==> config.mk <==
export PLATFORM = sky130hd
export DESIGN_NAME = pipeline_control_unit
export DESIGN_NICKNAME = d
export VERILOG_FILES = /design/src/rtl/pipeline_control_unit_pkg.sv /design/src/rtl/pipeline_control_unit_sat_counter.sv /design/src/rtl/pipeline_control_unit.sv
export SDC_FILE = /design/constraint.sdc
export NUM_CORES = 1
export LEC_CHECK = 0
export BUFFER_PORTS_ARGS = -buffer_cell sky130_fd_sc_hd__buf_2
export CAP_MARGIN = 20
export CORE_AREA = 2 2 64 66
export CTS_CLUSTER_SIZE = 16
export DETAILED_ROUTE_END_ITERATION = 8
export DIE_AREA = 0 0 66 68
export PLACE_DENSITY = 0.72
export SLEW_MARGIN = 30
export SYNTH_ARGS = -nofsm -noshare
export SYNTH_HDL_FRONTEND = slang
export SYNTH_SLANG_ARGS = --single-unit
==> constraint.sdc <==
create_clock -name clk -period 3.2 [get_ports clk]
set_input_delay 0.16 -clock clk [delete_from_list [all_inputs] [get_ports clk]]
set_output_delay 0.16 -clock clk [all_outputs]
set_load 0.005 [all_outputs]
==> src/rtl/pipeline_control_unit_pkg.sv <==
// pipeline_control_unit_pkg: shared state encoding and opcode constants for the pipeline control unit
package pipeline_control_unit_pkg;
  typedef enum logic [1:0] {
    RUN    = 2'b00,
    DRAIN  = 2'b01,
    HALTED = 2'b10
  } state_e;
  localparam logic [3:0] OPC_HLT = 4'b1111;
endpackage

==> src/rtl/pipeline_control_unit_sat_counter.sv <==
// sat_counter: event counter that sticks at all-ones instead of wrapping
module sat_counter #(
  parameter int CNT_W = 16
) (
  input  logic             clk,
  input  logic             rst_n,
  input  logic             inc,
  output logic [CNT_W-1:0] count
);
  logic [CNT_W-1:0] count_q, count_d;
  always_comb count_d = (inc && !(&count_q)) ? count_q + CNT_W'(1) : count_q;
  always_ff @(posedge clk or negedge rst_n)
    if (!rst_n) count_q <= '0;
    else count_q <= count_d;
  assign count = count_q;
endmodule

==> src/rtl/pipeline_control_unit.sv <==
// pipeline_control_unit: stall/flush arbiter, halt drain tracking and stall/flush statistics for the 5-stage pipeline
module pipeline_control_unit
  import pipeline_control_unit_pkg::*;
#(
  parameter int CNT_W = 16
) (
  input  logic             clk,
  input  logic             rst_n,
  input  logic             load_use_stall,
  input  logic             ifetch_busy,
  input  logic             dmem_busy,
  input  logic             branch_taken,
  input  logic             halt_dec,
  input  logic             halt_wb,
  output logic             pc_we,
  output logic             if_id_we,
  output logic             if_id_flush,
  output logic             id_ex_we,
  output logic             id_ex_flush,
  output logic             ex_mem_we,
  output logic             mem_wb_we,
  output logic             halted,
  output logic             protocol_err,
  output logic [CNT_W-1:0] stall_cycles,
  output logic [CNT_W-1:0] flush_count
);
  state_e state_q, state_d;
  logic flush_pending_q, flush_pending_d;
  logic halted_q, halted_d;
  logic perr_q, perr_d;
  logic lu_prev_q, lu_prev_d;
  logic pc_we_c, if_id_we_c, if_id_flush_c, id_ex_we_c, id_ex_flush_c, ex_mem_we_c, mem_wb_we_c;
  logic stall_inc, flush_inc;
  always_comb begin
    state_d         = state_q;
    flush_pending_d = flush_pending_q;
    perr_d          = perr_q;
    lu_prev_d       = lu_prev_q;
    {pc_we_c, if_id_we_c, if_id_flush_c, id_ex_we_c, id_ex_flush_c, ex_mem_we_c, mem_wb_we_c} = 7'b1101011;
    if (state_q == HALTED || dmem_busy) begin
      {pc_we_c, if_id_we_c, id_ex_we_c, ex_mem_we_c, mem_wb_we_c} = '0;
    end else begin
      lu_prev_d = load_use_stall;
      perr_d    = perr_q | (load_use_stall & lu_prev_q);
      if (load_use_stall) begin
        pc_we_c       = 1'b0;
        if_id_we_c    = 1'b0;
        id_ex_flush_c = 1'b1;
      end else if (branch_taken) begin
        if_id_flush_c = 1'b1;
        if (ifetch_busy) flush_pending_d = 1'b1;
      end else if (ifetch_busy) begin
        pc_we_c       = 1'b0;
        if_id_flush_c = 1'b1;
      end
      if (flush_pending_q && !ifetch_busy) begin
        if_id_flush_c   = 1'b1;
        flush_pending_d = 1'b0;
      end
      if (state_q == DRAIN) begin
        pc_we_c       = 1'b0;
        if_id_flush_c = 1'b1;
      end
      if (halt_wb) state_d = HALTED;
      else if (state_q == RUN && halt_dec && !load_use_stall && !branch_taken) state_d = DRAIN;
    end
    halted_d = halted_q | (state_d == HALTED);
  end
  always_ff @(posedge clk or negedge rst_n) begin
    if (!rst_n) begin
      state_q         <= RUN;
      flush_pending_q <= 1'b0;
      halted_q        <= 1'b0;
      perr_q          <= 1'b0;
      lu_prev_q       <= 1'b0;
    end else begin
      state_q         <= state_d;
      flush_pending_q <= flush_pending_d;
      halted_q        <= halted_d;
      perr_q          <= perr_d;
      lu_prev_q       <= lu_prev_d;
    end
  end
  assign pc_we        = rst_n & pc_we_c;
  assign if_id_we     = rst_n & if_id_we_c;
  assign if_id_flush  = !rst_n | if_id_flush_c;
  assign id_ex_we     = rst_n & id_ex_we_c;
  assign id_ex_flush  = !rst_n | id_ex_flush_c;
  assign ex_mem_we    = rst_n & ex_mem_we_c;
  assign mem_wb_we    = rst_n & mem_wb_we_c;
  assign halted       = halted_q;
  assign protocol_err = perr_q;
  assign stall_inc    = !pc_we && state_q != HALTED;
  assign flush_inc    = (if_id_flush || id_ex_flush) && state_q != HALTED;
  sat_counter #(.CNT_W(CNT_W)) u_stall_cnt (.clk(clk), .rst_n(rst_n), .inc(stall_inc), .count(stall_cycles));
  sat_counter #(.CNT_W(CNT_W)) u_flush_cnt (.clk(clk), .rst_n(rst_n), .inc(flush_inc), .count(flush_count));
endmodule
# [Word-level counts from Yosys, hierarchy flattened]
# Index checks and enable logic that the tools add are counted.
[op_classes] bitwise_logic=9 reduce_logical=23 n_eq_ne=5 n_addsub=2 mux=23
[op_table] operator="$add A16 B1 Y16 const B" n=2
[op_table] operator="$reduce_and A16 Y1" n=2
[op_table] operator="$mux W1" n=20
[op_table] operator="$logic_and A1 B1 Y1" n=8
[op_table] operator="$logic_not A1 Y1" n=7
[op_table] operator="$mux W2" n=3
[op_table] operator="$and A1 B1 Y1" n=4
[op_table] operator="$eq A2 B2 Y1 const B" n=2
[op_table] operator="$or A1 B1 Y1" n=4
[op_table] operator="$reduce_and A4 Y1" n=1
[op_table] operator="$reduce_bool A2 Y1" n=2
[op_table] operator="$eq A2 B1 Y1 const B" n=1
[op_table] operator="$logic_not A2 Y1" n=1
[op_table] operator="$logic_or A1 B1 Y1" n=2
[op_table] operator="$ne A2 B1 Y1 const B" n=1
[op_table] operator="$ne A2 B2 Y1 const B" n=1
[op_table] operator="$not A1 Y1" n=1
[word_totals] register_bits=38 in_bits=8 out_inout_bits=41

# [Logic depth before layout (Yosys ltp)]
# Gate-level depths: netlist of run 1.
[depth] word_depth=10 ltp_mapped=8 ltp_nobuf=7

# [Hierarchy]
# Synthesis of run 1 repeated with hierarchy kept, for this count alone.
[hier_totals] cells_unflattened=189 hier_area_um2=2045.7
[by_module_without_submodules] mod="sat_counter" area_per_inst_um2=840.8 cells_each=75 n_inst=2
[by_module_without_submodules] mod="pipeline_control_unit" area_per_inst_um2=364.1 cells_each=39 n_inst=1

# [Least setup slack after synthesis of run 1]
# OpenSTA, ideal clock, no wires.
[synth_path] path_type="register to register" start="reg u_flush_cnt.count_q[6] (netlist: u_flush_cnt.count[6])" end="reg u_flush_cnt.count_q[3] (netlist: u_flush_cnt.count[3])" n_path_buf=1 setup_time_ns=0.124 t_required_ns=3.076 stages_incl_launch_ff=8 arrival_time_ns=1.624 setup_slack_ns=1.452 cell_sequence="dfrtp_1 -> and3_1 -> and3_1 -> and2_1 -> a31oi_4 -> buf_6 -> nand4_1 -> xnor2_1"
[synth_between] elab_chain_len=3
[synth_lines] item="start: declaration" line_no="pipeline_control_unit_sat_counter.sv:10" text="logic [CNT_W-1:0] count_q, count_d;"
[synth_lines] item="start signal: assignment" line_no="pipeline_control_unit_sat_counter.sv:14" text="else count_q <= count_d;"
[synth_lines] item="$reduce_and A16 Y1" line_no="pipeline_control_unit_sat_counter.sv:11" text="always_comb count_d = (inc && !(&count_q)) ? count_q + CNT_W'(1) : count_q;"
[synth_lines] item="$logic_not A1 Y1" line_no="pipeline_control_unit_sat_counter.sv:11"
[synth_lines] item="$logic_and A1 B1 Y1" line_no="pipeline_control_unit_sat_counter.sv:11"
# No other way between the ends.
# A chain may end at the register's enable or synchronous reset.

# [Worst setup path in the final report of run 1]
[layout_path] start="in rst_n" end="reg u_stall_cnt.count_q[3] (netlist: u_stall_cnt.count[3])"
[layout_between] elab_chain_len=4
[layout_lines] item="start: declaration" line_no="pipeline_control_unit.sv:8" text="input logic rst_n,"
[layout_lines] item="$and A1 B1 Y1" line_no="pipeline_control_unit.sv:84" text="assign pc_we = rst_n & pc_we_c;"
[layout_lines] item="$logic_not A1 Y1" line_no="pipeline_control_unit.sv:93" text="assign stall_inc = !pc_we && state_q != HALTED;"
[layout_lines] item="$logic_and A1 B1 Y1" line_no="pipeline_control_unit.sv:93"
[layout_lines] item="$logic_and A1 B1 Y1" line_no="pipeline_control_unit_sat_counter.sv:11"
[layout_lines] item="end signal: assignment" line_no="pipeline_control_unit_sat_counter.sv:14"
[layout_lines] item="end: declaration" line_no="pipeline_control_unit_sat_counter.sv:10"
# No other way between the ends.

==> run summary, run 1 <==
The flow ran to the end, and the final reports show no timing, DRC or antenna violations. Measured in cells, the most critical reg-to-reg path has a length of 5. Based on the critical path, the design can be clocked at up to 0.436 GHz. The cell count of the worst hold path was 3; the floorplan core area was 0.00386 mm2.

The measured slew at the worst slew-check pin was 597 ps; the maximum fanout along the worst path was 29. The critical path goes through dlygate4sd3_1 -> buf_2 -> nor3b_1 -> a31oi_1 -> or2_2 -> o21a_1 -> nand4_1 -> xnor2_1. The number of buffers between clock root and the deepest sink is 2, and the count of flip-flops with a built-in enable after synthesis is 0.

Fill cells in the final layout number 346. The H-tree was split into 2 levels. Each instance of the synthesized netlist takes up on average 10.6 um2. The worst hold path begins at halt_dec. After layout, the worst path uses 71.6% of the clock period. The synthesized instance count was 171. The share of synthesized registers carrying an async set or reset was 100%; the overall die area was 0.00449 mm2. The combined area of all synthesized cells was 0.00182 mm2; the sequential share of the synthesized area was 52.3%. In this run the tool buffered the top-level ports with 48 buffer cells. 0 antenna diodes ended up in the layout. The ratio of cells with drive above 1 in the final layout came out at 27.4%. The capturing element type of the critical path was a register. The cts-stage hold buffer count is 1.

Max-cap violations in this run came to 0. Initial antenna violation count: 0. The routed design uses 215 um of met3 wire.

The family with the most delay on the worst path is buffers and inverters. The later pin in the worst-skew pair is clocked with a latency of 290 ps. Once layout is complete, the utilization of the core stands at 57.6%. The remaining global-route overflow was 0; the power density over cell area was 526 mW/mm2. Setup slack on the critical path of the routed design comes to 909 ps. The tools report the site row count as 23.

For this design the top-level I/O count stands at 49. In the routed layout, each cell is associated on average with a via count of 5.26. The max-slew violation total from the final report is 0, and the clock net sink count is 38. The startpoint identified for the worst register-to-register timing path is u_flush_cnt.count[5]$_DFFE_PN0P_.

In this run the critical register-to-register path is captured at u_flush_cnt.count[1]$_DFFE_PN0P_. For the sum of negative setup slack, the log shows 0 ps. STA classifies the critical path startpoint as an input pin.

The die outline width is 66 um. The run gives 1452 as the total number of vias. The slowest stage of the critical path is the dlygate4sd3_1 cell. Setup violations remaining at the end of the flow were counted as 0. The first detailed-routing pass ran for 4 iterations. The congestion estimate from routability-driven global placement came to 0.763.

The clock arrives with 4.50 ps of skew. In this run the vertical extent of the chip is 68 um. The maximum number of pins on one net before global-route repair was 30; the final critical delay including setup and external delays was 2290 ps. The routed length on met2 is 1690 um.

The number of global-route vias before repair was 1302; the maximum vdd ir drop was 0.000301 V. The detailed router put a total of 1690 um of wire on met1. Setup repair after global routing left no endpoint under its margin.

The post-CTS setup buffer count is 0. Clock edge transition at the registers on the reported setup and hold paths: 70 ps. The logs give 832 um2 for the total area of multi-input combinational cells and 3670 um for the wire length after detailed routing.

Summed over all nets, the half-perimeter wirelength after detailed placement is 2660 um. Number of instances in the placed design: 267. In the synthesized netlist the dominant register cell turns out to be dfrtp_1. For the worst setup path, the data arrival time is 2510 ps. Once detail routing completed, the nets flagged for antenna violations numbered 0.

The distinct cell type count of the synthesized netlist is 33, and the critical path data required time is 3420 ps. Violation count after the first detailed-routing iteration: 83. The sequential cells in the finished layout cover a total of 951 um2. The buffers plus inverters on the worst setup path came out at 2.

The final hold violation count came out at 0. CTS buffer count: 5. After detailed routing, the average wire length per cell comes to 13.3 um. For this design the static power due to leakage is 1.07 nW. Worst min-delay path class: in2reg. During synthesis, Yosys emitted a total of 0 warnings. After the last flow step, the layout net total stands at 235. Counting flops and latches in the post-synthesis netlist gives 38.

Once the floorplan was initialized, standard cells occupied 47.1% of the core. The area added between synthesis and finish is 22.2%, and the net count after synthesis is 181. The critical path is of the in2reg type. The summed area of non-filler cells in the final layout was 0.00222 mm2. The maximum cell stage delay along the critical path works out to 510 ps. The logs give 6160 um for the first-pass GRT wire length and 1110 ps for the setup slack at placement.

Measured against its own limit, the worst slew margin works out to 60.2%. TritonCTS built the clock tree. The placement-stage cell area is 0.00210 mm2. The path with the worst hold slack has its endpoint at state_q[0]$_DFF_PN0_.

Global routing used 18.7% of the available tracks across all layers. The logs give 276 for the number of cells in the finished layout apart from fillers and 0 for the final routed DRC violation total. The highest metal layer with signal wires is met4. The run gives 1190 ps as the worst reg-to-reg setup slack.

The clock root buffer is clkbuf_8. The total of cells resized after clock tree synthesis was 0.
logic make-up (layout without fill, tap and decap cells):
group	count (synthesis)	count (layout)	synth area share (%)
XOR/XNOR	27	27	13.0
AO/OA/AOI/OAI	15	15	6.54
AND/OR/NAND/NOR	83	83	24.2
adder cells (fa/ha/maj)	2	2	1.38
buffers and inverters	5	60	1.86
flip-flops	38	38	52.3
multiplexers	1	1	0.620
how the worst max path moves through the flow:
stage | start | endpoint | slack (ps) | cells after the start
final | rst_n | u_stall_cnt.count[3]$_DFFE_PN0P_ | 910 | 8
after global routing | rst_n | u_stall_cnt.count[9]$_DFFE_PN0P_ | 620 | 8
after CTS | rst_n | u_stall_cnt.count[3]$_DFFE_PN0P_ | 880 | 8
after detailed placement | rst_n | u_stall_cnt.count[3]$_DFFE_PN0P_ | 1110 | 7
after global placement | rst_n | u_flush_cnt.count[1]$_DFFE_PN0P_ | 1170 | 5
after floorplan | u_flush_cnt.count[6]$_DFFE_PN0P_ | u_flush_cnt.count[3]$_DFFE_PN0P_ | 1450 | 7
synth_stat cells (2+ instances only):
cell type  count  share of area, %
a21oi_1        3              0.83
nor2b_1        4               1.4
buf_4          2              0.83
and3_1         7               2.4
ha_1           2               1.4
nor2_1        11               2.3
o21a_1         3               1.2
nand3_1       10               2.8
inv_1          2              0.41
xor2_1         2              0.96
nand4_1       15               5.2
or2_2          2              0.69
and4b_1        2               1.1
and2_1         3               1.0
xnor2_1       25                12
dfrtp_1       38                52
nand2_1       21               4.3
nand2b_1       2              0.69
and4_1         2              0.96
a31oi_1        2              0.69
metrics by stage:
step                total power, mW  hold WS, ps
CTS                            1.19          103
floorplan                     0.698         -136
finish                         1.17          121
global placement              0.791          188
global route                   1.24          136
detailed placement            0.797          202
layer usage:
layer	vias up	GRT usage, %
li1	711	-
met1	695	24.1
met2	40	27.9
met3	6	6.74
met4	0	9.18
met5	-	0
state kept, by name, summed over array words and instances, names as in the netlist:
register	count
lu_prev_q	1
flush_pending_q	1
protocol_err	1
halted	1
u_stall_cnt.count	16
u_flush_cnt.count	16
state_q	2
final cells by class:
type	count	area share, %
multi-input cells	128	37.5
clock buffers	8	4.96
repair buffers	50	11.6
inverters	2	0.338
flip-flops and latches	38	42.8
well taps	50	2.82
cell usage in the layout (no fill, tap or decap):
master	n
buf_2	48
dfrtp_1	38
xnor2_1	25
nand2_1	21
nand4_1	15
nor2_1	11
nand3_1	10
clkbuf_8	8
and3_1	7
nor2b_1	4
a21oi_1	3
and2_1	3
o21a_1	3
inv_1	2
or2_2	2
nand2b_1	2
and4b_1	2
a31oi_1	2
and4_1	2
xor2_1	2
ha_1	2
or3_1	1
nor3b_1	1
o221ai_1	1
a221o_1	1
a31oi_4	1
mux2_2	1
a41oi_1	1
o22ai_1	1
nand3b_1	1
nor3_1	1
a31o_2	1
o21ai_0	1
dlygate4sd3_1	1
buf_4	1
tightest hold or removal path: cells and delay by family:
| family | cells | cell delay, ps |
|---|---|---|
| AOI/OAI and AO/OA | 1 | 60 |
| and+or+nand+nor | 1 | 60 |
| buffers and inverters | 1 | 100 |
power breakdown:
part / switching, mW / total (mW) / internal, mW
clock network: 0.165 / 0.382 / 0.217
logic: 0.0781 / 0.171 / 0.0929
registers: 0.0748 / 0.616 / 0.541
total: 0.318 / 1.17 / 0.851
Note: power is estimated with default switching activity, not from simulation.
==> inputs of run 2 (changes only) <==
clock period = 2.2 ns   (was 3.2 ns; I/O delays follow)
==> run 2 against run 1 <==
Critical path depth shrank 3. Clock skew grew 2.4 ps. Combinational power grew 44%. Sequential share of layout area grew 0.51 points. Worst setup slack lost 690 ps. Non-clock buffer count grew 1. Die area is the same. Wire length shrank 3.9%. Flip-flop and latch count is the same. Clock power grew 18%. Clock-buffer cell count shrank 1. First-iteration DRC count shrank 25%. Critical endpoint is now u_flush_cnt.count[1]$_DFFE_PN0P_. Largest power group unchanged. Highest routed layer unchanged.
==> run summary, run 2 (same netlist as run 1, synthesis figures left out) <==
The cell count of the worst hold path is 3 (unchanged), and the clock net sink count is 38 (unchanged). The final critical-path share of the clock period came out at 90.2%. End point of the worst hold path: state_q[0]$_DFF_PN0_ (unchanged). Antenna violation net count after detailed routing: 0 (unchanged). Worst reg-to-reg setup slack: 210 ps (was 1190 ps).

Last weighted congestion value of the routability-driven placer: 0.766 (was 0.763). The capturing element type of the critical path was a register (unchanged). The via count normalized by instance count was 5.36 (was 5.26). Launching element of the worst setup path: u_flush_cnt.count[5]$_DFFE_PN0P_ (was rst_n). The number of buffers between clock root and the deepest sink is 2 (unchanged), and the area added between synthesis and finish is 20.8% (was 22.2%). The setup slack at placement was 267 ps (was 1110 ps). For the setup-violating endpoint count in the final report, the log shows 0 (unchanged). Critical register-to-register path startpoint: u_flush_cnt.count[5]$_DFFE_PN0P_ (unchanged). The final routed DRC violation total is 0 (unchanged), and the average routed wire per standard cell is 12.8 um (was 13.3 um). The run gives 62 (was 83) as the violation count after the first detailed-routing iteration.

The logs give 0 (unchanged) for the max-slew violation total from the final report and 0.00449 mm2 (unchanged) for the overall die area. For the initial antenna violation count, the log shows 0 (unchanged). Type of origin of the critical path: a register (was an input pin). Leading cell types in the layout, fill and taps excluded: buf_2 (48), dfrtp_1 (38), xnor2_1 (25) (unchanged). Die outline width: 66 um (unchanged). The power density over cell area is 724 mW/mm2 (was 526 mW/mm2).

The logs give 1.05 nW (was 1.07 nW) for the leakage component of the power and 0 (unchanged) for the antenna diode count. The maximum level of the CTS H-tree is 2 (unchanged). The maximum number of pins on one net before global-route repair was 27 (was 30); the initial cell density of the core was 47.1% (unchanged).

Clock root buffer: clkbuf_8 (unchanged). Maximum vdd ir drop: 0.000434 V (was 0.000301 V). The endpoint of the most critical register-to-register path was u_flush_cnt.count[1]$_DFFE_PN0P_ (unchanged). The tools report the critical path arrival as 2150 ps (was 2510 ps). The number of global-route vias before repair came out at 1339 (was 1302).

The site row count came out at 23 (unchanged). The run gives 215 ps (was 909 ps) as the setup slack after layout. The tools report the total number of vias as 1479 (was 1452).

Ratio of cells with drive above 1 in the final layout: 26.5% (was 27.4%). The depth of the worst register-to-register path is 5 (unchanged). The overall track demand over capacity in global routing was 16.9% (was 18.7%); the wire length after detailed routing was 3530 um (was 3670 um). Worst min-delay path class: in2reg (unchanged). The maximum fanout along the worst path is 15 (was 29), and the sum of negative setup slack is 0 ps (unchanged).

The post-CTS setup buffer count was 0 (unchanged). Origin of the worst min-delay path: halt_dec (unchanged). The fmax is 0.504 GHz. The remaining global-route overflow was 0 (unchanged). Setup repair after global routing left no endpoint under its margin. The clock edge transition at the registers on the reported setup and hold paths works out to 70 ps (about the same). The number of iterations in the first detailed-routing pass is 5 (was 4), and the summed area of non-filler cells in the final layout is 0.00219 mm2 (was 0.00222 mm2).

The number of buffers added on ports came out at 48 (unchanged). The CTS buffer count was 5 (unchanged). The count of maximum capacitance violations is 0 (unchanged). The first-pass GRT wire length came out at 5790 um (was 6160 um). The placement-stage cell area is 0.00211 mm2 (was 0.00210 mm2). The commonest non-fill, non-tap cell in the layout was buf_2 (unchanged). The final total power was 1.59 mW (was 1.17 mW). The flow ran to the end, and the final reports show no timing, DRC or antenna violations.

For the floorplan core area, the log shows 0.00386 mm2 (unchanged). The I/O pin count is 49 (unchanged), and the final critical delay including setup and external delays is 1990 ps. The logs give 2590 um (was 2660 um) for the HPWL after detailed placement and 290 ps (about the same) for the clock latency on the worst-skew pair. The net count reported at finish was 236 (was 235). For the relative max-transition margin, the log shows 69.1% (was 60.2%). The run gives 2370 ps (was 3420 ps) as the critical path data required time. TritonCTS built the clock tree. The worst setup skew after layout came out at 6.88 ps (was 4.50 ps).

Startpoint-to-endpoint class of the critical path: reg2reg (was in2reg). The final hold violation count is 0 (unchanged), and the measured slew at the worst slew-check pin is 462 ps (was 597 ps). The height of the chip came out at 68 um (unchanged).
-- run 2: per-layer routing --
metal	vias up	wire, um	GRT usage [%]
li1	715	-	-
met1	718	1600	21.5
met2	42	1700	27.1
met3	4	190	4.61
met4	0	40	7.40
met5	-	0	0
-- run 2: area by class of cell --
type | count | area (um2)
repair buffers | 51 | 265
well taps | 50 | 62.6
flip-flops and latches | 38 | 951
fillers | 367 | 1660
clock buffers | 7 | 76.3
inverters | 2 | 7.51
multi-input cells | 128 | 832
-- run 2: per-stage QoR --
stage	std cells	utilization, %	hold slack [ps]
finish	276	56.9	88.9
floorplan	171	-	-186
global placement	268	54.7	126
CTS	276	56.9	78.7
detailed placement	268	54.7	122
global route	276	56.9	100
-- run 2: what timing repair did --
item | CTS | global route
hold endpoints to repair | 38 | 0
hold buffers | 1 | 0
resized for setup | 0 | 0
-- run 2: worst max path at each step --
stage | endpoint | slack (ps) | cells past startpoint
2_1_floorplan | u_flush_cnt.count[3]$_DFFE_PN0P_ | 450 | 7
3_3_place_gp | u_flush_cnt.count[1]$_DFFE_PN0P_ | 310 | 5
3_5_place_dp | u_flush_cnt.count[1]$_DFFE_PN0P_ | 270 | 5
4_1_cts | u_flush_cnt.count[1]$_DFFE_PN0P_ | 240 | 5
5_1_grt | u_stall_cnt.count[8]$_DFFE_PN0P_ | 80 | 8
6_report | u_flush_cnt.count[1]$_DFFE_PN0P_ | 210 | 5
-- run 2: critical path, stage by stage (launching register included) --
cell and delay, ps:
dfrtp_1 430, and3_1 210, and3_1 240, and2_1 200, a31oi_4 400, mux2_2 380
-- run 2: power breakdown --
group / internal, mW / total, mW / switching (mW)
clock network: 0.218 / 0.450 / 0.231
logic: 0.135 / 0.247 / 0.112
registers: 0.787 / 0.893 / 0.105
